`config.mk`:
```
export PLATFORM = sky130hd
export DESIGN_NAME = instruction_fetch_unit
export DESIGN_NICKNAME = d
export VERILOG_FILES = /design/src/rtl/instruction_fetch_unit.sv
export SDC_FILE = /design/constraint.sdc
export NUM_CORES = 1
export LEC_CHECK = 0
export ABC_AREA = 1
export BUFFER_PORTS_ARGS = -buffer_cell sky130_fd_sc_hd__buf_2
export CORE_AREA = 2 2 164 230
export CTS_CLUSTER_SIZE = 28
export DETAILED_ROUTE_END_ITERATION = 8
export DIE_AREA = 0 0 166 232
export GPL_TIMING_DRIVEN = 0
export MAX_ROUTING_LAYER = met4
export PLACE_DENSITY = 0.51
export SLEW_MARGIN = 15
export SYNTH_ARGS = -nofsm -noshare
export SYNTH_HDL_FRONTEND = slang
export SYNTH_SLANG_ARGS = --single-unit
```
`constraint.sdc`:
```
create_clock -name CLK -period 2.2 [get_ports CLK]
set_input_delay 0.33 -clock CLK [delete_from_list [all_inputs] [get_ports CLK]]
set_output_delay 0.33 -clock CLK [all_outputs]
set_load 0.01 [all_outputs]
```
`src/rtl/instruction_fetch_unit.sv`:
```
// RV32IM instruction fetch: PC, busywait memory handshake, IF/ID register, stall/redirect handling.
// Optional performance counters are enabled with `define IFU_PERF_COUNTERS_EN.
module instruction_fetch_unit #(
    parameter logic [31:0] RESET_PC = 32'h00000000
) (
    input  logic        CLK,
    input  logic        RESET,
    output logic [31:0] IMEM_ADDRESS,
    output logic        IMEM_READ,
    input  logic [31:0] IMEM_READDATA,
    input  logic        IMEM_BUSYWAIT,
    input  logic        STALL,
    input  logic        BRANCH_TAKEN,
    input  logic [31:0] BRANCH_TARGET,
    output logic [31:0] INSTRUCTION,
    output logic [31:0] PC,
    output logic [31:0] PC_PLUS4,
    output logic        VALID
`ifdef IFU_PERF_COUNTERS_EN
    ,
    output logic [31:0] FETCH_COUNT,
    output logic [31:0] BUBBLE_COUNT
`endif
);

    localparam logic [31:0] NOP = 32'h00000013;

    typedef enum logic [1:0] {
        FETCH,
        DISCARD,
        BUFFERED
    } state_t;

    state_t      state_reg, state_next;
    logic [31:0] pc_reg, pc_next;
    logic [31:0] target_reg, target_next;
    logic [31:0] skid_reg, skid_next;
    logic [31:0] instr_reg, instr_next;
    logic [31:0] ifid_pc_reg, ifid_pc_next;
    logic [31:0] ifid_pc4_reg, ifid_pc4_next;
    logic        valid_reg, valid_next;
    logic        ifid_load;
    logic        done;
    logic [31:0] pc_plus4;
    logic [31:0] discard_target;

    assign pc_plus4     = pc_reg + 32'd4;
    // DISCARD keeps the old PC on the bus so the outstanding request is never withdrawn
    assign IMEM_ADDRESS = pc_reg;
    assign IMEM_READ    = !RESET && (state_reg != BUFFERED);
    assign done         = IMEM_READ && !IMEM_BUSYWAIT;
    assign discard_target = BRANCH_TAKEN ? BRANCH_TARGET : target_reg;

    always_comb begin
        state_next    = state_reg;
        pc_next       = pc_reg;
        target_next   = target_reg;
        skid_next     = skid_reg;
        instr_next    = instr_reg;
        ifid_pc_next  = ifid_pc_reg;
        ifid_pc4_next = ifid_pc4_reg;
        valid_next    = valid_reg;
        ifid_load     = 1'b0;

        case (state_reg)
            FETCH: begin
                if (BRANCH_TAKEN) begin
                    ifid_load  = 1'b1;
                    instr_next = NOP;
                    valid_next = 1'b0;
                    if (done) begin
                        pc_next = BRANCH_TARGET;
                    end else begin
                        target_next = BRANCH_TARGET;
                        state_next  = DISCARD;
                    end
                end else if (done) begin
                    if (!STALL) begin
                        ifid_load     = 1'b1;
                        instr_next    = IMEM_READDATA;
                        ifid_pc_next  = pc_reg;
                        ifid_pc4_next = pc_plus4;
                        valid_next    = 1'b1;
                        pc_next       = pc_plus4;
                    end else begin
                        skid_next  = IMEM_READDATA;
                        state_next = BUFFERED;
                    end
                end else if (!STALL) begin
                    ifid_load  = 1'b1;
                    instr_next = NOP;
                    valid_next = 1'b0;
                end
            end
            DISCARD: begin
                target_next = discard_target;
                if (done) begin
                    pc_next    = discard_target;
                    state_next = FETCH;
                end
                if (BRANCH_TAKEN || !STALL) begin
                    ifid_load  = 1'b1;
                    instr_next = NOP;
                    valid_next = 1'b0;
                end
            end
            BUFFERED: begin
                if (BRANCH_TAKEN) begin
                    ifid_load  = 1'b1;
                    instr_next = NOP;
                    valid_next = 1'b0;
                    pc_next    = BRANCH_TARGET;
                    state_next = FETCH;
                end else if (!STALL) begin
                    ifid_load     = 1'b1;
                    instr_next    = skid_reg;
                    ifid_pc_next  = pc_reg;
                    ifid_pc4_next = pc_plus4;
                    valid_next    = 1'b1;
                    pc_next       = pc_plus4;
                    state_next    = FETCH;
                end
            end
            default: begin
                state_next = FETCH;
            end
        endcase
    end

    always_ff @(posedge CLK) begin
        if (RESET) begin
            state_reg    <= FETCH;
            pc_reg       <= RESET_PC;
            target_reg   <= 32'd0;
            skid_reg     <= 32'd0;
            instr_reg    <= NOP;
            ifid_pc_reg  <= 32'd0;
            ifid_pc4_reg <= 32'd0;
            valid_reg    <= 1'b0;
        end else begin
            state_reg  <= state_next;
            pc_reg     <= pc_next;
            target_reg <= target_next;
            skid_reg   <= skid_next;
            if (ifid_load) begin
                instr_reg    <= instr_next;
                ifid_pc_reg  <= ifid_pc_next;
                ifid_pc4_reg <= ifid_pc4_next;
                valid_reg    <= valid_next;
            end
        end
    end

    assign INSTRUCTION = instr_reg;
    assign PC          = ifid_pc_reg;
    assign PC_PLUS4    = ifid_pc4_reg;
    assign VALID       = valid_reg;

`ifdef IFU_PERF_COUNTERS_EN
    logic [31:0] fetch_count_reg;
    logic [31:0] bubble_count_reg;

    // Stall-hold cycles do not load IF/ID, so they are not counted
    always_ff @(posedge CLK) begin
        if (RESET) begin
            fetch_count_reg  <= 32'd0;
            bubble_count_reg <= 32'd0;
        end else if (ifid_load) begin
            if (valid_next) begin
                fetch_count_reg <= fetch_count_reg + 32'd1;
            end else begin
                bubble_count_reg <= bubble_count_reg + 32'd1;
            end
        end
    end

    assign FETCH_COUNT  = fetch_count_reg;
    assign BUBBLE_COUNT = bubble_count_reg;
`endif

endmodule

```
==> run metrics, run 1 <==
status complete, no violations; endpoints failing hold 0; register area share after synthesis 43.1%; Worst-Skew Late Latency 0.45 ns; Reg clk slew, reported paths 0.07 ns; switching share of power 32.5%; Top delay family on crit path buffers and inverters; Power Internal 6.12 mW; # IOs 199; clock network fraction of total power 36.3%; MaxCap Viol Count 0; Most Frequent Cell on Critical Path nor2_2; Pleak 5.07 nW; min Tclk post-route 2.09 ns; RSZ-0062 raised after global routing false; Layout fillers 4022; Mapped Cells 1289; FF-to-FF setup slack 0.11 ns; die width 166 µm; Critical Path Max Stage Delay 0.37 ns; number of H-tree levels 4; DPL Wire Length 28000 µm; Avg WL per Cell 18.1 µm; Final Power 9.07 mW; largest net degree at the start of global routing 19; Layout area overhead 26.0%; power density over cell area 802 mW/mm²; Die Y 232 µm; final setup fails 0; type of the worst min-delay path input port to flop; Vias/cell 4.77; die area 0.0385 mm²; Crit path buffers/inverters 5; GRT Total Usage 18.7%; nets@finish 1585; placed cell area 0.0105 mm²; Post-synth EDFFs 0; final instance area 0.0113 mm²; synth warn 0; DRT iter0 DRCs 803; sw power 2.95 mW; Seq cells post-synth 193; grt ovf 0; Top FF cell, synth dfxtp_1; CP Launch Type flop; Core Box Area 0.0365 mm²; Routed Antenna Nets 0; Slowest cell on crit path dfxtp_4; sequential share of power 44.4%; fraction of layout cells with a size suffix above 1 20.4%; Worst IR Drop VDD 0.503 mV; detailed-route via count 9496; Slew Viols, Final 0; mean post-synth cell area 6.96 µm²; fmax 0.478 GHz; buffers added on ports 196; row count 83; initial core utilization 24.6%; ant diodes 0; area of the multi-input gates 0.00443 mm²; CTS tree done; CTS Sinks 193; Crit. End Element flop; Crit Path Max Fanout 10; CP arrival 2.43 ns; combinational share of power 19.3%; CTS max path bufs 2; Async S/R FF share, synth 0%; CP Class flop to flop; max_slew headroom 51.1%; drt drc 0; Netlist cell types 34; Net Count, Synth 1364; vias in the first global route 8985; Clock Skew 0.0119 ns; Reg area 0.00387 mm²; critical path cell sequence clkinvlp_4 -> ha_2 -> or2_1 -> nor2_2 -> nor2_2 -> nand2_4 -> nor2_4 -> buf_12 -> buf_6 -> buf_4 -> o211ai_1 -> inv_1; Placer Congestion 0.898; fin crit share 95.1%; Data required, critical path 2.53 ns; Detailed Route WL 35900 µm; CTS Root Buffer Type clkbuf_16; Worst Tran Pin Value 0.734 ns; synthesized area 0.00897 mm²; first-pass GRT wire length 53800 µm; TritonCTS Buffers 17; initial antenna violation count 1; DRT Pass-1 Iters 6
[power groups by stage]
stage,Sequential [mW],Clock (mW),Combinational [mW]
finish,4.02,3.29,1.75
global route,4.06,3.49,1.95
CTS,4.02,3.36,1.73
detailed placement,4.10,0,1.71
global placement,4.10,0,1.70
floorplan,4.10,0,0.935
[worst reg2reg max path: cells and delay by family (launching register included)]
kind / cells / cell delay [ns]
compound gates: 1 / 0.18
fa+ha+maj: 1 / 0.22
buf+inv: 5 / 0.65
flops: 1 / 0.37
simple gates: 5 / 0.55
[area by class of cell]
type	count	area share, %
multi-input combinational	918	39.2
sequential	193	34.2
timing repair buffer	202	9.19
tap	467	5.17
clock buffer	18	3.88
buffer	89	3.86
inverter	89	2.99
clock inverter	14	1.51
[layout by cell type (no fill, tap or decap), types with 10 or more instances in the layout]
master / instances
o21ai_0: 174
nand3_1: 24
dfxtp_1: 190
clkbuf_2: 15
clkbuf_16: 17
a211oi_1: 55
inv_1: 84
nand2_1: 274
buf_2: 218
xor2_1: 10
a31oi_1: 13
nor2_1: 178
buf_4: 11
a21oi_1: 135
clkbuf_1: 34
[final timing paths]
kind                             start                     endpoint  depth (start not counted)
min reg2reg  skid_reg[13]$_SDFFE_PP0P_    skid_reg[13]$_SDFFE_PP0P_                          2
min                   IMEM_READDATA[0]  INSTRUCTION[0]$_SDFFE_PP1P_                          3
max reg2reg  state_reg[0]$_SDFFE_PP0P_    PC_PLUS4[26]$_SDFFE_PP0P_                         12
max          state_reg[0]$_SDFFE_PP0P_    PC_PLUS4[26]$_SDFFE_PP0P_                         12
[layer usage]
layer	global-route usage (%)	wire (µm)
met5	-	0
met4	5.46	853
met3	3.14	1840
met2	33.8	18600
met1	21.2	14600
[cells by family (layout without fill, tap and decap cells)]
family                   count (synthesis)  count (layout)  share of synthesized area (%)
flip-flops                             193             193                           43.1
XOR/XNOR                                15              15                           1.46
adder cells (fa/ha/maj)                  6               6                          0.837
AND/OR/NAND/NOR                        499             499                           21.9
AO/OA/AOI/OAI                          398             398                           24.4
buffers and inverters                  178             412                           8.32
[cells in the mapped netlist (2+ instances only)]
cell type  count  area, µm²
o211ai_1       5       37.5
buf_2         24        120
o21ai_2        3       26.3
nor2_4         2       22.5
nor2_1       179        672
nand4_1        5       31.3
o21ai_1        7       35.0
nand2_1      275       1030
buf_6          4       45.0
a21oi_1      135        676
xnor2_1        2       17.5
ha_1           6       75.1
inv_2          3       11.3
nor2_2         4       25.0
xor2_1        13        114
a211oi_1      55        413
nor3_1         4       20.0
buf_4          5       37.5
clkbuf_1      49        184
and2_1         2       12.5
nand2_2        2       12.5
o21ai_0      174        871
dfxtp_1      193       3860
buf_1          7       26.3
a31oi_1       13       81.3
o21a_1         2       15.0
nand3_1       24        120
inv_1         86        323
[repair_timing]
item                                    CTS  global route
hold buffers                              0             0
cloned                                    0             0
resized for setup                         8            40
setup buffers                             1             5
endpoints found under the setup margin  146           143
pin swaps                                 1             3
[per-stage QoR]
step | utilization, % | instances | TNS (ns) | setup slack [ns] | hold slack [ns]
2_1_floorplan | - | 1289 | 0 | 0.226 | 0.439
3_3_place_gp | 28.9 | 1952 | -18.85 | -0.391 | 0.450
3_5_place_dp | 28.9 | 1952 | -19.77 | -0.373 | 0.453
4_1_cts | 30.7 | 1985 | 0 | 0.0132 | 0.134
5_1_grt | 31.0 | 1990 | 0 | 0.00738 | 0.150
6_report | 31.0 | 1990 | 0 | 0.109 | 0.142
Note: power is estimated with default switching activity, not from simulation.
==> inputs of run 2 (changes only) <==
--- a/config.mk
+++ b/config.mk
@@ -7,14 +7,12 @@
 export LEC_CHECK = 0
 export ABC_AREA = 1
 export BUFFER_PORTS_ARGS = -buffer_cell sky130_fd_sc_hd__buf_2
-export CORE_AREA = 2 2 164 230
+export CORE_AREA = 2 2 143 201
 export CTS_CLUSTER_SIZE = 28
 export DETAILED_ROUTE_END_ITERATION = 8
-export DIE_AREA = 0 0 166 232
+export DIE_AREA = 0 0 145 203
 export GPL_TIMING_DRIVEN = 0
 export MAX_ROUTING_LAYER = met4
-export PLACE_DENSITY = 0.51
-export SLEW_MARGIN = 15
 export SYNTH_ARGS = -nofsm -noshare
 export SYNTH_HDL_FRONTEND = slang
 export SYNTH_SLANG_ARGS = --single-unit
==> run 2 against run 1 <==
Effect of this change: flip-flop and latch count stayed put; power is 0.11% lower; utilization is 9.8 points higher; critical path type unchanged; non-clock buffer count is 2 higher; sequential share of layout area is 0.29 points higher; die area is 24% lower; count of clock-buffer cells in the layout stayed put; global-route usage is 4.4 points higher; wire length is 6.1% lower; setup slack worse by 0.056 ns; critical path depth stayed put.
==> run metrics, run 2 (synthesized netlist as in run 1, its figures left out) <==
# IOs 199 (unchanged); GRT Total Usage 23.1% (+4.4 points); Placer Congestion 0.919 (+2.4%); Routed Antenna Nets 0 (unchanged); GRT met3 Usage 3.78% (+0.64 points); type of the worst min-delay path input port to flop; CTS Sinks 193 (unchanged); drt drc 0 (unchanged); Layout fillers 2894 (-28%); Reg clk slew, reported paths 0.07 ns (about the same); fmax 0.466 GHz (-2.6%); TritonCTS Buffers 17 (unchanged); MaxCap Viol Count 0 (unchanged); status complete, no violations; ant diodes 0 (unchanged); Critical Path Max Stage Delay 0.39 ns (+0.02 ns); max_slew headroom 46.6% (-4.4 points); Slew Viols, Final 0 (unchanged); area of the multi-input gates 0.00444 mm² (+0.23%); placed cells 1855 (-5.0%); CTS tree done; Final Power 9.06 mW (-0.11%); Data required, critical path 2.55 ns (+0.02 ns); final instance area 0.0112 mm² (-0.84%); CTS Hold Bufs 0 (unchanged); CTS Root Buffer Type clkbuf_16; buffers added on ports 196 (unchanged); Detailed Route WL 33800 µm (-6.1%); CP arrival 2.50 ns (+0.07 ns); die area 0.0294 mm² (-24%); DRT Pass-1 Iters 5 (-1); critical path cell sequence clkinvlp_4 -> ha_1 -> or2_1 -> nor2_2 -> nor2_2 -> nand2_4 -> nor2_4 -> buf_12 -> buf_6 -> buf_4 -> o211ai_1 -> inv_1; grt met2 use 42.3% (+8.4 points); Crit. End Element flop; nets@finish 1587 (+0.13%); largest net degree at the start of global routing 18 (-1); DRT iter0 DRCs 603 (-25%); Reg area 0.00387 mm² (unchanged); Worst Tran Pin Value 0.801 ns (+0.0667 ns); Slowest cell on crit path dfxtp_4; fraction of layout cells with a size suffix above 1 20.5% (+0.052 points); vias in the first global route 9208 (+2.5%); fin crit share 97.6% (+2.5 points); Core Box Area 0.0275 mm² (-25%); Setup TNS Final 0 ns (unchanged); Finished Core Util 40.8% (+9.8 points); row count 72 (-13%); CP Launch Type flop; initial antenna violation count 0 (-1); min Tclk post-route 2.15 ns (+0.0555 ns); post-route insts no fill 1894 (-4.8%); Crit Path Max Fanout 10 (unchanged); Clock Skew 0.00797 ns (-0.00392 ns); Layout area overhead 24.9%; FF-to-FF setup slack 0.05 ns (-0.06 ns); die width 145 µm (-13%); grt ovf 0 (unchanged); Worst-Skew Late Latency 0.45 ns (about the same); first-pass GRT wire length 51400 µm (-4.4%); DPL Wire Length 25800 µm (-7.6%); GRT busiest layer met2; Most Frequent Cell on Critical Path nor2_2; power density over cell area 808 mW/mm² (+0.74%); Vias/cell 5.07 (+6.2%); Avg WL per Cell 17.8 µm (-1.3%); final setup fails 0 (unchanged); Pleak 5.08 nW (about the same); Die Y 203 µm (-13%); CP Class flop to flop; placed cell area 0.0104 mm² (-1.2%); number of H-tree levels 4 (unchanged); detailed-route via count 9596 (+1.1%); initial core utilization 32.7% (+8.0 points); most common cell after layout, fill and taps aside nand2_1; Worst IR Drop VDD 0.598 mV (+19%); endpoints failing hold 0 (unchanged); most frequent cells in the layout 274 x nand2_1, 215 x buf_2, 190 x dfxtp_1; GRT met1 Usage 25.5% (+4.2 points); CTS max path bufs 2 (unchanged)
## run 2: cell types whose count changed in the layout (fill, tap and decap cells not counted), sizes merged
cell    previous run  this run
inv               94        95
bufinv             2         3
buf              241       243
clkinv             5         2
## run 2: worst max-delay path: cells and delay by family, from the launching register on
family	cells	cell delay, ns
adder cells (fa/ha/maj)	1	0.25
flip-flops	1	0.39
AO/OA/AOI/OAI	1	0.17
AND/OR/NAND/NOR	5	0.55
buffers and inverters	5	0.67
## run 2: metrics by stage
stage	hold WS, ns	worst slack, ns
finish	0.136	0.0532
global route	0.158	-0.0236
CTS	0.143	0.00435
detailed placement	0.453	-0.300
global placement	0.450	-0.298
floorplan	0.439	0.226
## run 2: final cells by class
| class | count | area share, % |
|---|---|---|
| inverter | 89 | 3.01 |
| tap | 370 | 4.13 |
| multi-input combinational | 918 | 39.6 |
| sequential | 193 | 34.5 |
| clock buffer | 18 | 3.83 |
| buffer | 89 | 3.95 |
| clock inverter | 13 | 1.56 |
| timing repair buffer | 204 | 9.40 |
## run 2: metal layers
layer  vias to the layer above  routed length [µm]
met3                        56                1670
met1                      4512               13600
met2                       310               17500
li1                       4718                   -
met5                         -                   0
met4                         0                 983
## run 2: final timing paths
path                            cells past startpoint                        start                           to
worst max-delay path                               12    state_reg[0]$_SDFFE_PP0P_    PC_PLUS4[26]$_SDFFE_PP0P_
worst min-delay path                                3             IMEM_READDATA[0]  INSTRUCTION[0]$_SDFFE_PP1P_
worst max register to register                     12    state_reg[0]$_SDFFE_PP0P_    PC_PLUS4[26]$_SDFFE_PP0P_
worst min register to register                      2  INSTRUCTION[0]$_SDFFE_PP1P_  INSTRUCTION[0]$_SDFFE_PP1P_
## run 2: what timing repair did
item	in CTS	in global routing
endpoints found under the setup margin	141	145
pin swaps	1	2
setup buffers	1	7
gates resized for setup	8	46
hold endpoints to repair	0	0
## run 2: power breakdown
group          internal, mW  switching, mW  total [mW]
Sequential             3.77          0.253        4.03
Combinational         0.601           1.14        1.74
Clock                  1.81           1.47        3.29
Total                  6.19           2.87        9.06
==> inputs of run 3 (changes only) <==
--- a/config.mk
+++ b/config.mk
@@ -13,6 +13,7 @@
 export DIE_AREA = 0 0 145 203
 export GPL_TIMING_DRIVEN = 0
 export MAX_ROUTING_LAYER = met4
+export REMOVE_ABC_BUFFERS = 1
 export SYNTH_ARGS = -nofsm -noshare
 export SYNTH_HDL_FRONTEND = slang
 export SYNTH_SLANG_ARGS = --single-unit
==> run 3 against run 2 <==
Effect of this change: clock skew rose by 0.0091 ns; via count decreased by 3.9%; non-clock buffer count fell by 64; largest power group unchanged; register-to-register slack improved by 0.04 ns.
==> run metrics, run 3 (synthesized netlist as in run 1, its figures left out) <==
nets@finish 1525 (-3.9%); Slew Viols, Final 0 (unchanged); fin crit share 95.7% (-1.8 points); FF-to-FF setup slack 0.09 ns (+0.04 ns); largest net degree at the start of global routing 84 (+66); RSZ-0062 raised after global routing true; Layout area overhead 25.3%; drt drc 0 (unchanged); fmax 0.475 GHz (+1.9%); Critical Path Max Stage Delay 0.37 ns (-0.02 ns); max_slew headroom 52.4% (+5.7 points); die area 0.0294 mm² (unchanged); Layout fillers 2868 (-0.90%); Detailed Route WL 30600 µm (-9.4%); fraction of layout cells with a size suffix above 1 20.7% (+0.24 points); first-pass GRT wire length 48000 µm (-6.7%); Worst Hold Path EP INSTRUCTION[0]$_SDFFE_PP1P_; most common cell after layout, fill and taps aside nand2_1; Crit path buffers/inverters 4 (-1); vias in the first global route 8727 (-5.2%); status complete, no violations; CTS Sinks 193 (unchanged); row count 72 (unchanged); DRT iter0 DRCs 453 (-25%); type of the worst min-delay path input port to flop; Top delay family on crit path buffers and inverters; Clock Skew 0.0171 ns (+0.00911 ns); final instance area 0.0112 mm² (+0.35%); CP arrival 2.44 ns (-0.06 ns); endpoints failing hold 0 (unchanged); CP Class flop to flop; worst r2r src state_reg[0]$_SDFFE_PP0P_; Worst-Skew Late Latency 0.45 ns (about the same); placed cell area 0.0102 mm² (-2.0%); CP Launch Type flop; Data required, critical path 2.54 ns (about the same); Placer Congestion 0.863 (-6.1%); buffers added on ports 198 (+1.0%); most frequent cells in the layout 272 x nand2_1, 196 x buf_2, 190 x dfxtp_1; min Tclk post-route 2.11 ns (-0.0404 ns); Routed Antenna Nets 0 (unchanged); Worst Hold Launch IMEM_READDATA[0]; critical path cell sequence clkinvlp_4 -> ha_4 -> nor2_4 -> nand2_4 -> o21ai_2 -> nand2_1 -> inv_1 -> o21ai_4 -> buf_4 -> buf_16 -> o21ai_0 -> nor2_1; detailed-route via count 9217 (-3.9%); Vias/cell 5.02 (-0.92%); Reg clk slew, reported paths 0.08 ns (about the same); CTS tree done; grt ovf 0 (unchanged); Avg WL per Cell 16.7 µm (-6.5%); Final Power 9.10 mW (+0.53%); DPL Wire Length 19000 µm (-26%); final setup fails 0 (unchanged); Crit. End Element flop; Pleak 5.02 nW (-1.1%); Setup TNS Final 0 ns (unchanged); MaxCap Viol Count 0 (unchanged); Worst IR Drop VDD 0.516 mV (-14%); GRT Total Usage 21.2% (-1.9 points); power density over cell area 809 mW/mm² (+0.18%); Crit Path Max Fanout 17 (+7); Worst Tran Pin Value 0.714 ns (-0.0860 ns); # IOs 199 (unchanged); CTS max path bufs 2 (unchanged); CTS Root Buffer Type clkbuf_16; DRT Pass-1 Iters 5 (unchanged); Core Box Area 0.0275 mm² (unchanged); Reg2Reg Depth 12 (unchanged); hold path depth 3 (unchanged); Reg area 0.00387 mm² (about the same); TritonCTS Buffers 17 (unchanged); Slowest cell on crit path dfxtp_4; initial core utilization 32.7% (unchanged); die width 145 µm (unchanged); number of H-tree levels 4 (unchanged); Die Y 203 µm (unchanged); R2R Path End IMEM_ADDRESS[3]$_SDFFE_PP0P_; area of the multi-input gates 0.00448 mm² (+1.0%); initial antenna violation count 1 (+1)
-- run 3: cell count changes in the layout (fill, tap and decap cells not counted), moves of 6 or more --
cell,change
clkbuf_1,-35
buf_2,-19
clkbuf_2,-14
buf_1,-8
buf_16,+6
-- run 3: area by class of cell --
type                       instances  area share (%)
multi-input combinational        919            39.9
sequential                       193            34.4
timing repair buffer             229            12.7
tap                              370            4.12
clock buffer                      17            3.78
inverter                          89            3.28
clock inverter                    15            1.74
timing repair inverter             1          0.0667
antenna                            3          0.0667
-- run 3: worst max path at each step --
stage | from | endpoint | slack [ns] | depth (start not counted)
after floorplan | state_reg[0]$_SDFFE_PP0P_ | target_reg[31]$_SDFFE_PP0P_ | -1.30 | 6
after global placement | state_reg[0]$_SDFFE_PP0P_ | target_reg[31]$_SDFFE_PP0P_ | -3.36 | 6
after detailed placement | BRANCH_TAKEN | PC[3]$_SDFFE_PP0P_ | -1.45 | 7
after CTS | state_reg[1]$_SDFFE_PP0P_ | target_reg[29]$_SDFFE_PP0P_ | 0.03 | 8
after global routing | state_reg[0]$_SDFFE_PP0P_ | INSTRUCTION[10]$_SDFFE_PP0P_ | -0.03 | 10
final | state_reg[0]$_SDFFE_PP0P_ | IMEM_ADDRESS[3]$_SDFFE_PP0P_ | 0.09 | 12
-- run 3: what timing repair did --
action	in CTS	in global routing
resized for setup	28	22
setup endpoints to repair	159	104
hold buffers	0	0
gates cloned	4	1
buffers inserted	15	7
pin swaps	5	6
-- run 3: routing by layer --
metal / global-route usage, % / part of all wire (%)
met1: 25.1 / 43
met2: 34.9 / 47
met3: 4.72 / 6.6
met4: 8.52 / 3.2
met5: - / 0
-- run 3: stage by stage --
stage | hold WS (ns) | std cells | util, % | setup WS [ns]
floorplan | 0.399 | 1200 | - | -1.30
global placement | 0.446 | 1768 | 36.4 | -3.36
detailed placement | 0.451 | 1775 | 37.2 | -1.45
CTS | 0.118 | 1826 | 40.5 | 0.0280
global route | 0.143 | 1834 | 40.9 | -0.0343
finish | 0.136 | 1836 | 40.9 | 0.0936
-- run 3: power by group --
part / internal [mW] / total (mW) / switching, mW
combinational: 0.634 / 1.73 / 1.09
clock: 1.83 / 3.37 / 1.55
sequential: 3.77 / 4.00 / 0.228
total: 6.24 / 9.10 / 2.87
-- run 3: worst min-delay path: cells and delay by family --
kind | cells | cell delay (ns)
and+or+nand+nor | 1 | 0.05
AOI/OAI and AO/OA | 1 | 0.08
buffers and inverters | 1 | 0.08
